--- config.mk ---
export PLATFORM = sky130hd
export DESIGN_NAME = branch_predict_ctrl
export DESIGN_NICKNAME = d
export VERILOG_FILES = /design/src/rtl/branch_predict_ctrl_pkg.sv /design/src/rtl/branch_predict_ctrl_sat_counter2.sv /design/src/rtl/branch_predict_ctrl.sv
export SDC_FILE = /design/constraint.sdc
export NUM_CORES = 1
export LEC_CHECK = 0
export CAP_MARGIN = 20
export CORE_MARGIN = 1
export CORE_UTILIZATION = 24
export DETAILED_ROUTE_END_ITERATION = 6
export PLACE_DENSITY = 0.59
export SLEW_MARGIN = 20
export SYNTH_ARGS = -nofsm -noshare
export SYNTH_HDL_FRONTEND = slang
export SYNTH_SLANG_ARGS = --single-unit
--- constraint.sdc ---
create_clock -name clk -period 5.1 [get_ports clk]
set_clock_uncertainty 0.05 [all_clocks]
set_input_delay 1.02 -clock clk [delete_from_list [all_inputs] [get_ports clk]]
set_output_delay 1.02 -clock clk [all_outputs]
set_load 0.01 [all_outputs]
--- src/rtl/branch_predict_ctrl_pkg.sv ---
// branch_predict_ctrl_pkg: opcode constants and 2-bit predictor counter encodings.
package branch_predict_ctrl_pkg;
    localparam logic [6:0] OP_BRANCH = 7'b1100011;
    localparam logic [6:0] OP_JAL    = 7'b1101111;
    localparam logic [2:0] F3_BEQ    = 3'b000;
    localparam logic [2:0] F3_BNE    = 3'b001;
    typedef enum logic [1:0] {
        SNT = 2'b00,
        WNT = 2'b01,
        WT  = 2'b10,
        ST  = 2'b11
    } ctr_t;
    localparam ctr_t CTR_RESET = WNT;
endpackage

--- src/rtl/branch_predict_ctrl_sat_counter2.sv ---
// sat_counter2: one 2-bit saturating up/down predictor counter; taken is the MSB.
module sat_counter2
    import branch_predict_ctrl_pkg::*;
(
    input  logic clk,
    input  logic rst,
    input  logic en,
    input  logic up,
    output logic taken
);
    ctr_t cnt_q, cnt_d;
    always_comb begin
        cnt_d = cnt_q;
        if (en)
            cnt_d = up ? ((cnt_q == ST) ? ST : ctr_t'(cnt_q + 2'd1))
                       : ((cnt_q == SNT) ? SNT : ctr_t'(cnt_q - 2'd1));
    end
    always_ff @(posedge clk or posedge rst)
        if (rst) cnt_q <= CTR_RESET;
        else     cnt_q <= cnt_d;
    assign taken = cnt_q[1];
endmodule

--- src/rtl/branch_predict_ctrl.sv ---
// branch_predict_ctrl: bimodal beq/bne predictor between ID and EX with
// misprediction/redirect generation, table training and saturating perf counters.
module branch_predict_ctrl
    import branch_predict_ctrl_pkg::*;
#(
    parameter int INDEX_BITS = 4
) (
    input  logic        clk,
    input  logic        rst,
    input  logic [31:0] ID_pc,
    input  logic        ID_is_branch,
    output logic        predicted,
    input  logic [31:0] EX_pc,
    input  logic        EX_is_branch,
    input  logic        EX_predicted,
    input  logic        BranchDecision,
    input  logic [31:0] EX_target,
    output logic        Wrong_prediction,
    output logic [31:0] redirect_pc,
    output logic [31:0] branch_count,
    output logic [31:0] mispredict_count
);
    localparam int DEPTH = 1 << INDEX_BITS;
    logic [DEPTH-1:0] taken;
    logic [31:0] branch_count_q, branch_count_d, mispredict_count_q, mispredict_count_d;
    logic unused_id_pc;
    for (genvar i = 0; i < DEPTH; i++) begin : g_tbl
        sat_counter2 u_ctr (
            .clk   (clk),
            .rst   (rst),
            .en    (EX_is_branch && EX_pc[INDEX_BITS-1:0] == INDEX_BITS'(i)),
            .up    (BranchDecision),
            .taken (taken[i])
        );
    end
    assign unused_id_pc = ^ID_pc[31:INDEX_BITS];
    // Reads see the pre-edge table; updates land on the next clock.
    assign predicted        = ID_is_branch & ~rst & taken[ID_pc[INDEX_BITS-1:0]];
    assign Wrong_prediction = ~rst & EX_is_branch & (BranchDecision ^ EX_predicted);
    assign redirect_pc      = BranchDecision ? EX_target : EX_pc + 32'd1;
    always_comb begin
        branch_count_d     = (EX_is_branch && branch_count_q != '1) ? branch_count_q + 32'd1 : branch_count_q;
        mispredict_count_d = (Wrong_prediction && mispredict_count_q != '1) ? mispredict_count_q + 32'd1 : mispredict_count_q;
    end
    always_ff @(posedge clk or posedge rst)
        if (rst) begin
            branch_count_q     <= '0;
            mispredict_count_q <= '0;
        end else begin
            branch_count_q     <= branch_count_d;
            mispredict_count_q <= mispredict_count_d;
        end
    assign branch_count     = branch_count_q;
    assign mispredict_count = mispredict_count_q;
endmodule

==> results.ini, run 1 <==
[run_status]
status=finished, final reports clean

[layout]
fin_nets=931
final_cells=1152
final_util=0.3416
syn2layout_area_growth_pct=39.83
drive_above_1_share=0.08816
diodes=0

[logic_synthesis]
yosys.cell_count.top_type=dfrtp_1
ys_warn_count=0
syn-cell-area_mm2=0.005941
ys_ff_latch=96
synthTopCellsByArea=dfrtp_1 (34%), xnor2_1 (7.5%), dfstp_2 (7.1%)
synth_top_area_cell=dfrtp_1
synthFlopType=dfrtp_1
syn_nets=766
async_flop_share=1.000
synth_top_area_frac=0.3370
synth_common_cells=dfrtp_1 (80), o21ai_0 (78), nand2_1 (57), nand3_1 (52), xnor2_1 (51)
seq_area_frac_synth=0.4078
syn_inst=658
synth_edf_count=0
syn_area_per_cell_um2=9.028
synth_cell_type_count=48

[sta]
min_period_ps=4762
report.final.slew_viol_count=0
max-slew-margin-rel=0.3061
finalSetupViolations=0
max_freq_mhz=210.0
hold_slack_ps=445.0
period_share=0.9336
grt_setup_unrepaired=no
setup_tns_ps=0
hold_viol=0
worstMarginPinSlew_ps=1038

[drt]
firstDrtPassIters=4
drtIter0Drc=338
drc=0
routed_wl_mm=16.82
ant_nets=0
vias=5413
vias_per_cell=4.699
wire_per_inst_um=14.60

[critical_path]
worstPathRequired_ps=4030
r2r-end=mispredict_count[1]
worst_ep_arrival_time_ps=3690
worstSetupPathType=in -> out
start_kind=primary input
reg2regPathDepth=5
r2r_start=mispredict_count[0]
cp-end-kind=output port
reg2reg_setup_slack_ps=2730
crit_path_max_fanout=7

[job]
max_cap_violations=0

[power]
power_frac_seq=0.454
p_sw_frac=0.2955
p_sw_mw=0.6082
p_int_mw=1.450
p_comb_frac=0.236
p_leak_nw=3.186
power.share.clock=0.310
powerDensity_mw_per_mm2=247.8
vdd_drop_max_uv=132.2
total_power_mw=2.059

[place]
placed_cells=1136
gp_congestion=0.8091
portBuffers=171
hpwl_mm=12.78

[clocking]
cts_hold_buf=0
clkSinkCount=96
cts_resized=0
clk_latency_ps=350
cts-root-buf=clkbuf_16
cts_htree_levels=3
clockBufferDepth=2
postCtsSetupBuffers=0
cts_buffers=9
cts_tree=built
clk_pin_slew_ps=70

[floorplan]
core-area_mm2=0.02432
die_height_um=159.3
rows=57
initial_core_util=0.2443
die_x_um=159.3
ios=200
die_area_mm2=0.02539

[grt]
grt_pass1_wl_mm=27.30
grt_pass1_vias=5054
gr-total-overflow=0
antenna_found_initial=0
grt_start_max_net_pins=60
grt_usage=0.1342

[min_path]
hold-path-endpoint=branch_count[31]
min_path_cells=1
hp-start=branch_count[31]
min_path_type=reg -> reg

==> logic make-up (layout without fill, tap and decap cells) <==
family                     count (synthesis)  count (layout)  share of synthesized area
xor gates and xnor gates                  86              86                     0.1268
AOI/OAI and AO/OA                        122             122                     0.1125
and+or+nand+nor                          268             268                     0.2477
DFF                                       96              96                     0.4078
buffers and inverters                     55             225                    0.03854
adders and majority gates                  6               6                    0.01264
muxes                                     25              25                    0.05413
==> per-stage QoR <==
stage	instance area [µm²]	setup slack, ps
2_1_floorplan	5941	575.1
3_3_place_gp	8033	401.6
3_5_place_dp	8033	392.6
4_1_cts	8307	376.1
5_1_grt	8307	220.7
6_report	8307	338.5
==> layout by cell type, fill, tap and decap left out, types with 2 or more instances in the layout <==
cell | Yosys | routed
mux4_2 | 5 | 5
nor2b_1 | 2 | 2
nor3_1 | 14 | 14
o21ai_0 | 78 | 78
nand2b_1 | 3 | 3
mux2_2 | 3 | 3
a31oi_1 | 6 | 6
dfrtp_1 | 80 | 80
nor4_2 | 2 | 3
mux2i_1 | 16 | 16
clkdlybuf4s50_1 | 0 | 170
dfstp_2 | 16 | 16
nand3_2 | 2 | 2
and2_1 | 6 | 6
nor4_4 | 2 | 2
and4_1 | 8 | 8
a21oi_1 | 32 | 32
nand3_1 | 52 | 52
buf_4 | 4 | 11
or3_1 | 7 | 7
nor4_1 | 8 | 7
nor2_1 | 35 | 35
nand4_1 | 42 | 42
clkbuf_16 | 0 | 9
and3_1 | 18 | 18
nand2_1 | 57 | 57
clkinvlp_4 | 0 | 3
ha_1 | 6 | 6
xor2_1 | 35 | 35
inv_1 | 26 | 25
xnor2_1 | 51 | 51
==> how the worst max path moves through the flow <==
| stage | start | endpoint | slack [ps] |
|---|---|---|---|
| after floorplan | rst | predicted | 580 |
| after global placement | EX_pc[7] | redirect_pc[31] | 400 |
| after detailed placement | EX_pc[7] | redirect_pc[31] | 390 |
| after CTS | EX_pc[7] | redirect_pc[31] | 380 |
| after global routing | EX_pc[7] | redirect_pc[31] | 220 |
| final | EX_pc[7] | redirect_pc[31] | 340 |
==> routing by layer <==
layer	track usage	wire length, µm	up-vias
met5	0	0	-
met4	0.03453	222	0
met3	0.03022	583	14
met2	0.2217	8391	90
met1	0.1766	7621	2627
li1	-	-	2682
==> state kept, by name, indices dropped and copies added (netlist names) <==
register	cells
branch_count	32
g_tbl.u_ctr.cnt_q	32
mispredict_count	32
==> final cells by class <==
cell class / instances / area [µm²]
well taps: 324 / 405.4
repair buffers: 183 / 1809
clock inverters: 6 / 45.04
fillers: 2464 / 16010
inverters: 26 / 100.1
clock buffers: 10 / 229.0
flip-flops and latches: 96 / 2422
multi-input cells: 507 / 3296
==> power by group through the flow <==
stage / logic (mW) / registers [mW] / clock network [mW]
final: 0.487 / 0.934 / 0.638
after global routing: 0.532 / 0.947 / 0.693
after CTS: 0.496 / 0.936 / 0.664
after detailed placement: 0.493 / 0.949 / 0
after global placement: 0.489 / 0.946 / 0
after floorplan: 0.219 / 0.946 / 0
==> worst max-delay path, stage by stage <==
cell and delay (ps):
clkdlybuf4s50_1 560, and4_1 300, and4_1 360, buf_4 200
nand3_1 120, or3_1 370, a31oi_1 190, clkdlybuf4s50_1 560
(Power assumes the default switching activity.)
==> inputs of run 2 (changes only) <==
- ABC_AREA: unset -> 1
- CORE_ASPECT_RATIO: unset -> 1.1
- CTS_CLUSTER_SIZE: unset -> 12
- PLACE_DENSITY: 0.59 -> 0.57
==> run 2 against run 1 <==
Effect of this change: largest power group unchanged; worst hold slack improved by 9.6 ps; combinational power rose by 5.7%; clock-buffer cell count did not move.
==> results.ini, run 2 <==
[logic_synthesis]
syn_area_per_cell_um2=5.955  ; was 9.028 µm²
synth_compound_area_frac=0.07027  ; was 0.1125
seq_area_frac_synth=0.3278  ; was 0.4078
synth_top_area_frac=0.2768  ; was 0.3370
syn_nets=1349  ; was 766
async_flop_share=1.000  ; unchanged
ys_warn_count=0  ; unchanged
yosys.cell_count.top_type=nand2_1  ; was dfrtp_1
synth-simple-area-share=0.4492  ; was 0.2477
synth_top_family_by_area=simple AND/OR/NAND/NOR gates  ; unchanged
synth_top_area_cell=nand2_1  ; was dfrtp_1
synth_xor_area_frac=0.04030  ; was 0.1268
ys_ff_latch=96  ; unchanged
syn_inst=1241  ; was 658
synth_edf_count=0  ; unchanged
syn-cell-area_mm2=0.007390  ; was 0.005941 mm²
synthFlopType=dfrtp_1  ; unchanged
synth_fa_ha_area_frac=0.01016  ; was 0.01264
synth_mux_area_frac=0  ; was 0.05413
synth_cell_type_count=32  ; was 48
synthTopCellsByArea=nand2_1 (28%), dfrtp_1 (27%), inv_1 (8.0%)  ; was dfrtp_1 (34%), xnor2_1 (7.5%), dfstp_2 (7.1%)
synth_common_cells=nand2_1 (545), inv_1 (158), nor2_1 (149), nand3_1 (84), dfrtp_1 (80)  ; was dfrtp_1 (80), o21ai_0 (78), nand2_1 (57), nand3_1 (52), xnor2_1 (51)

[floorplan]
die_area_mm2=0.03150  ; was 0.02539 mm²
rows=67  ; was 57
ios=200  ; unchanged
die_height_um=186.0  ; was 159.3 µm
core-area_mm2=0.03035  ; was 0.02432 mm²
initial_core_util=0.2435  ; was 0.2443
die_x_um=169.3  ; was 159.3 µm

[drt]
wire_per_inst_um=12.71  ; was 14.60 µm
drc=0  ; unchanged
routed_wl_mm=23.18  ; was 16.82 mm
drtIter0Drc=479  ; was 338
firstDrtPassIters=6  ; was 4
ant_nets=0  ; unchanged
vias_per_cell=4.378  ; was 4.699
vias=7985  ; was 5413

[critical_path]
crit_top_cell=nand2_1
critPathSlowestCell=clkdlybuf4s50_1  ; unchanged
r2r-end=mispredict_count[20]  ; was mispredict_count[1]
cpPeakStageDelay_ps=600  ; was 560 ps
cp_top_family=buffers and inverters  ; unchanged
worstPathRequired_ps=4030  ; about the same
cp-end-kind=output port  ; unchanged
r2r_start=mispredict_count[0]  ; unchanged
reg2reg_setup_slack_ps=2490  ; was 2730 ps
worst_ep_arrival_time_ps=3520  ; was 3690 ps
reg2regPathDepth=10  ; was 5
crit_path_max_fanout=6  ; was 7
startpoint=EX_pc[0]  ; was EX_pc[7]
worstSetupPathType=in -> out  ; unchanged
worstPathCellList=clkdlybuf4s50_1, ha_1, inv_1, nor2_4, nand2_1, nor2_1, nand2_1, nand2_1, nand3_1, nand2_1, clkdlybuf4s50_1  ; was clkdlybuf4s50_1, and4_1, and4_1, buf_4, nand3_1, or3_1, a31oi_1, clkdlybuf4s50_1
start_kind=primary input  ; unchanged
critPathBufInv=3  ; unchanged

[min_path]
min_path_cells=2  ; was 1
min_path_type=reg -> reg  ; unchanged
hold-path-endpoint=g_tbl[13].u_ctr.cnt_q[0]  ; was branch_count[31]
hp-start=g_tbl[13].u_ctr.cnt_q[0]  ; was branch_count[31]

[sta]
hold_viol=0  ; unchanged
setup_tns_ps=0  ; unchanged
max_freq_mhz=217.7  ; was 210.0 MHz
min_period_ps=4594  ; was 4762 ps
finalSetupViolations=0  ; unchanged
max-slew-margin-rel=0.4146  ; was 0.3061
grt_setup_unrepaired=no  ; unchanged
worstMarginPinSlew_ps=878.1  ; was 1038 ps
finalWorstSetupSlack_ps=505.8  ; was 338.5 ps
report.final.slew_viol_count=0  ; unchanged
period_share=0.9008  ; was 0.9336

[clocking]
cts_tree=built  ; unchanged
clk_latency_ps=360  ; was 350 ps
clk_pin_slew_ps=80  ; was 70 ps
cts_hold_buf=0  ; unchanged
clkSinkCount=96  ; unchanged
cts_htree_levels=3  ; unchanged
cts_buffers=9  ; unchanged
cts-root-buf=clkbuf_16  ; unchanged
clockBufferDepth=2  ; unchanged
postCtsSetupBuffers=0  ; unchanged
cts_resized=0  ; unchanged

[place]
placed_cells=1808  ; was 1136
gp_congestion=0.9343  ; was 0.8091
dp_worst_setup_slack_ps=432.6  ; was 392.6 ps
hpwl_mm=18.17  ; was 12.78 mm
portBuffers=171  ; unchanged

[layout]
final_cells=1824  ; was 1152
multiInputGateArea_mm2=0.004212  ; was 0.003296 mm²
drive_above_1_share=0.04965  ; was 0.08816
fin_nets=1513  ; was 931
final_common_cell=nand2_1  ; was clkdlybuf4s50_1
final_util=0.3229  ; was 0.3416
seq_area_mm2=0.002422  ; unchanged
diodes=0  ; unchanged
syn2layout_area_growth_pct=32.59  ; was 39.83%
num-fill-cells=3407  ; was 2464
mostFrequentLayoutCells=nand2_1 (545), clkdlybuf4s50_1 (170), inv_1 (157), nor2_1 (149), nand3_1 (84)  ; was clkdlybuf4s50_1 (170), dfrtp_1 (80), o21ai_0 (78), nand2_1 (57), nand3_1 (52)

[grt]
gr-total-overflow=0  ; unchanged
grt_pass1_wl_mm=37.76  ; was 27.30 mm
antenna_found_initial=0  ; unchanged
grt_pass1_vias=7655  ; was 5054
grt_usage=0.1517  ; was 0.1342
grt_start_max_net_pins=65  ; was 60

[power]
vdd_drop_max_uv=122.3  ; was 132.2 µV
p_leak_nw=4.514  ; was 3.186 nW
powerDensity_mw_per_mm2=222.3  ; was 247.8 mW/mm²

[run_status]
status=finished, final reports clean  ; unchanged

[job]
max_cap_violations=0  ; unchanged

[run 2: changes by cell type after synthesis, moves of 12 or more]
cell / before / now
nand2_1: 57 / 545
inv_1: 26 / 158
nor2_1: 35 / 149
nand4_1: 42 / 5
xnor2_1: 51 / 14
nand3_1: 52 / 84
and3_1: 18 / 0
mux2i_1: 16 / 0
xor2_1: 35 / 20
nor3_1: 14 / 1
a21oi_1: 32 / 20
[run 2: final cells by class]
cell class | instances | share of cell area
clock inverters | 6 | 0.005874
repair buffers | 174 | 0.1765
flip-flops and latches | 96 | 0.2472
well taps | 414 | 0.05287
clock buffers | 10 | 0.02439
inverters | 164 | 0.06334
multi-input cells | 960 | 0.4298
[run 2: worst min-delay path, delay by kind of cell (launching register included)]
kind	cells	cell delay, ps
AO/OA/AOI/OAI	1	80
buffers and inverters	1	50
flip-flops	1	370
[run 2: worst max path at each step]
stage | end | slack, ps | cells after the start
after global placement | redirect_pc[20] | 450 | 11
after detailed placement | redirect_pc[20] | 430 | 11
after floorplan | predicted | 640 | 3
after CTS | redirect_pc[20] | 440 | 11
after global routing | redirect_pc[20] | 280 | 11
final | redirect_pc[20] | 510 | 11
[run 2: power breakdown]
group,internal (mW),leakage [nW],total (mW),switching [mW]
registers,0.882,1.23,0.967,0.0857
clock network,0.358,0.148,0.696,0.337
logic,0.238,3.14,0.515,0.277
[run 2: logic make-up after synthesis]
| logic type | count (synthesis) |
|---|---|
| xor+xnor | 34 |
| flops | 96 |
| compound gates | 102 |
| buf+inv | 185 |
| fa+ha+maj | 6 |
| simple gates | 818 |
[run 2: routing by layer]
layer  vias up  track usage  part of all wire
met5         -            0                 0
met4         0      0.06306             0.026
met3        47      0.03381             0.063
met2       265       0.2593              0.47
met1      3562       0.1835              0.44
li1       4111            -                 -
[run 2: per-stage QoR]
step	area, µm²	hold WS [ps]	power, mW
detailed placement	9502	450.4	1.501
finish	9798	454.6	2.178
floorplan	7390	422.7	1.246
global route	9798	481.2	2.321
CTS	9798	461.8	2.213
global placement	9502	434.5	1.487
==> inputs of run 3 (changes only) <==
- GPL_TIMING_DRIVEN: unset -> 0
==> run 3 against run 2 <==
Effect of this change: clock power grew 16%; fmax shrank 3.5%; power grew 5.9%; sequential power is essentially flat; die area is the same; worst hold slack is essentially flat; combinational power grew 3%; cell area grew 1.9%; critical endpoint is now redirect_pc[24]; largest cell class unchanged; highest routed layer unchanged.
==> results.ini, run 3 (same netlist as run 2, synthesis figures left out) <==
[run_status]
status=finished, final reports clean  ; unchanged

[drt]
ant_nets=0  ; unchanged
firstDrtPassIters=5  ; was 6
vias_per_cell=4.383  ; was 4.378
drc=0  ; unchanged
vias=8073  ; was 7985
drtIter0Drc=410  ; was 479
routed_wl_mm=24.36  ; was 23.18 mm
wire_per_inst_um=13.22  ; was 12.71 µm

[critical_path]
critPathSlowestCell=clkdlybuf4s50_1  ; unchanged
cp_top_family=buffers and inverters  ; unchanged
r2r-end=branch_count[10]  ; was mispredict_count[20]
crit_top_cell=nand2_1  ; unchanged
reg2reg_setup_slack_ps=3060  ; was 2490 ps
critPathBufInv=3  ; unchanged
cpPeakStageDelay_ps=610  ; was 600 ps
worstPathRequired_ps=4030  ; about the same
reg2regPathDepth=11  ; was 10
cp.depth=11  ; unchanged
crit_path_max_fanout=6  ; unchanged
worstSetupPathType=in -> out  ; unchanged
startpoint=EX_pc[0]  ; unchanged
start_kind=primary input  ; unchanged
worst_ep_arrival_time_ps=3690  ; was 3520 ps
worstPathCellList=clkdlybuf4s50_1, ha_1, inv_1, nor2_4, nand2_1, nor2_1, nand2_1, nand2_1, nand3_1, nand2_1, clkdlybuf4s50_1  ; unchanged
cp-end-kind=output port  ; unchanged
critPathCapture=redirect_pc[24]  ; was redirect_pc[20]
r2r_start=branch_count[0]  ; was mispredict_count[0]

[sta]
max_freq_mhz=210.0  ; was 217.7 MHz
worstMarginPinSlew_ps=596.7  ; was 878.1 ps
finalSetupViolations=0  ; unchanged
min_period_ps=4762  ; was 4594 ps
period_share=0.9338  ; was 0.9008
hold_viol=0  ; unchanged
grt_setup_unrepaired=no  ; unchanged
max-slew-margin-rel=0.6022  ; was 0.4146
report.final.slew_viol_count=0  ; unchanged

[layout]
syn2layout_area_growth_pct=35.13  ; was 32.59%
num-fill-cells=3391  ; was 3407
diodes=0  ; unchanged
final_common_cell=nand2_1  ; unchanged
mostFrequentLayoutCells=nand2_1 (545), clkdlybuf4s50_1 (170), inv_1 (157), nor2_1 (149), nand3_1 (84)  ; unchanged
fin_area_mm2=0.009986  ; was 0.009798 mm²
drive_above_1_share=0.05462  ; was 0.04965
fin_nets=1531  ; was 1513

[floorplan]
core-area_mm2=0.03035  ; unchanged
initial_core_util=0.2435  ; unchanged
die_x_um=169.3  ; unchanged
die_area_mm2=0.03150  ; unchanged
die_height_um=186.0  ; unchanged
rows=67  ; unchanged
ios=200  ; unchanged

[clocking]
clockBufferDepth=2  ; unchanged
clkSinkCount=96  ; unchanged
cts_buffers=9  ; unchanged
cts-root-buf=clkbuf_16  ; unchanged
cts_tree=built  ; unchanged
clk_pin_slew_ps=80  ; about the same
cts_resized=0  ; unchanged
postCtsSetupBuffers=0  ; unchanged
clk_latency_ps=360  ; about the same
cts_hold_buf=0  ; unchanged
cts_htree_levels=3  ; unchanged

[power]
p_leak_nw=4.596  ; was 4.514 nW
p_sw_mw=0.6958  ; was 0.7001 mW
total_power_mw=2.307  ; was 2.178 mW
power.share.clock=0.351  ; was 0.319
power_frac_seq=0.420  ; was 0.444
p_int_mw=1.611  ; was 1.478 mW
p_comb_frac=0.230  ; was 0.236
powerDensity_mw_per_mm2=231.0  ; was 222.3 mW/mm²
p_sw_frac=0.3016  ; was 0.3215
vdd_drop_max_uv=167.4  ; was 122.3 µV

[place]
portBuffers=170  ; was 171
gp_congestion=0.9115  ; was 0.9343
hpwl_mm=19.45  ; was 18.17 mm
dpl_cell_area_mm2=0.009642  ; was 0.009502 mm²

[grt]
grt_pass1_vias=7707  ; was 7655
antenna_found_initial=0  ; unchanged
grt_pass1_wl_mm=39.51  ; was 37.76 mm
grt_usage=0.1595  ; was 0.1517
grt_start_max_net_pins=68  ; was 65
gr-total-overflow=0  ; unchanged

[job]
max_cap_violations=0  ; unchanged

[min_path]
min_path_type=reg -> reg  ; unchanged

run 3: cell types whose count changed in the layout (fill, tap and decap cells not counted), sizes merged:
cell      before  now
inv          169  166
clkinvlp       0    1
clkinv         1    0
clkbuf        10   17
buf            4   15
bufinv         0    3
run 3: per-stage QoR:
stage / setup WS [ps] / setup TNS [ps] / util / instances / hold slack, ps
after floorplan: 638.2 / 0 / - / 1241 / 422.7
after global placement: -1617 / -32390 / 0.3166 / 1825 / 434.8
after detailed placement: 322.9 / 0 / 0.3177 / 1826 / 442.0
after CTS: 320.2 / 0 / 0.3291 / 1842 / 455.5
after global routing: 122.9 / 0 / 0.3291 / 1842 / 475.9
final: 337.7 / 0 / 0.3291 / 1842 / 454.5
run 3: how the worst min path moves through the flow:
stage | startpoint | to | depth (start not counted)
after floorplan | g_tbl[0].u_ctr.cnt_q[0] | g_tbl[0].u_ctr.cnt_q[0] | 2
after global placement | g_tbl[5].u_ctr.cnt_q[0] | g_tbl[5].u_ctr.cnt_q[0] | 2
after detailed placement | g_tbl[14].u_ctr.cnt_q[0] | g_tbl[14].u_ctr.cnt_q[0] | 2
after CTS | g_tbl[14].u_ctr.cnt_q[0] | g_tbl[14].u_ctr.cnt_q[0] | 2
after global routing | g_tbl[6].u_ctr.cnt_q[0] | g_tbl[6].u_ctr.cnt_q[0] | 2
final | g_tbl[14].u_ctr.cnt_q[0] | g_tbl[14].u_ctr.cnt_q[0] | 2
run 3: worst min-delay path: stages, from the launching register on:
cell	delay, ps
dfstp_2	380
inv_1	50
o21ai_0	80
run 3: power groups by stage:
| stage | Sequential, mW | Combinational [mW] | Clock [mW] |
|---|---|---|---|
| 4_1_cts | 0.968 | 0.538 | 0.829 |
| 3_5_place_dp | 0.982 | 0.535 | 0 |
| 2_1_floorplan | 0.974 | 0.271 | 0 |
| 3_3_place_gp | 0.978 | 0.521 | 0 |
| 6_report | 0.968 | 0.530 | 0.809 |
| 5_1_grt | 0.986 | 0.598 | 0.859 |
run 3: metal layers:
| metal | global-route usage | share of wire | up-vias |
|---|---|---|---|
| met5 | 0 | 0 | - |
| met4 | 0.05550 | 0.022 | 0 |
| li1 | - | - | 4153 |
| met3 | 0.02637 | 0.052 | 28 |
| met2 | 0.2846 | 0.48 | 239 |
| met1 | 0.1928 | 0.45 | 3653 |
run 3: layout make-up:
type                            instances  area [µm²]  area share
Timing Repair Buffer                  171        1729      0.1732
Clock buffer                           10       229.0     0.02293
Sequential cell                        96        2422      0.2426
Buffer                                 21       137.6     0.01378
Inverter                              164       623.1     0.06240
Clock inverter                          6       115.1     0.01153
Tap cell                              414       518.0     0.05187
Multi-Input combinational cell        960        4212      0.4218
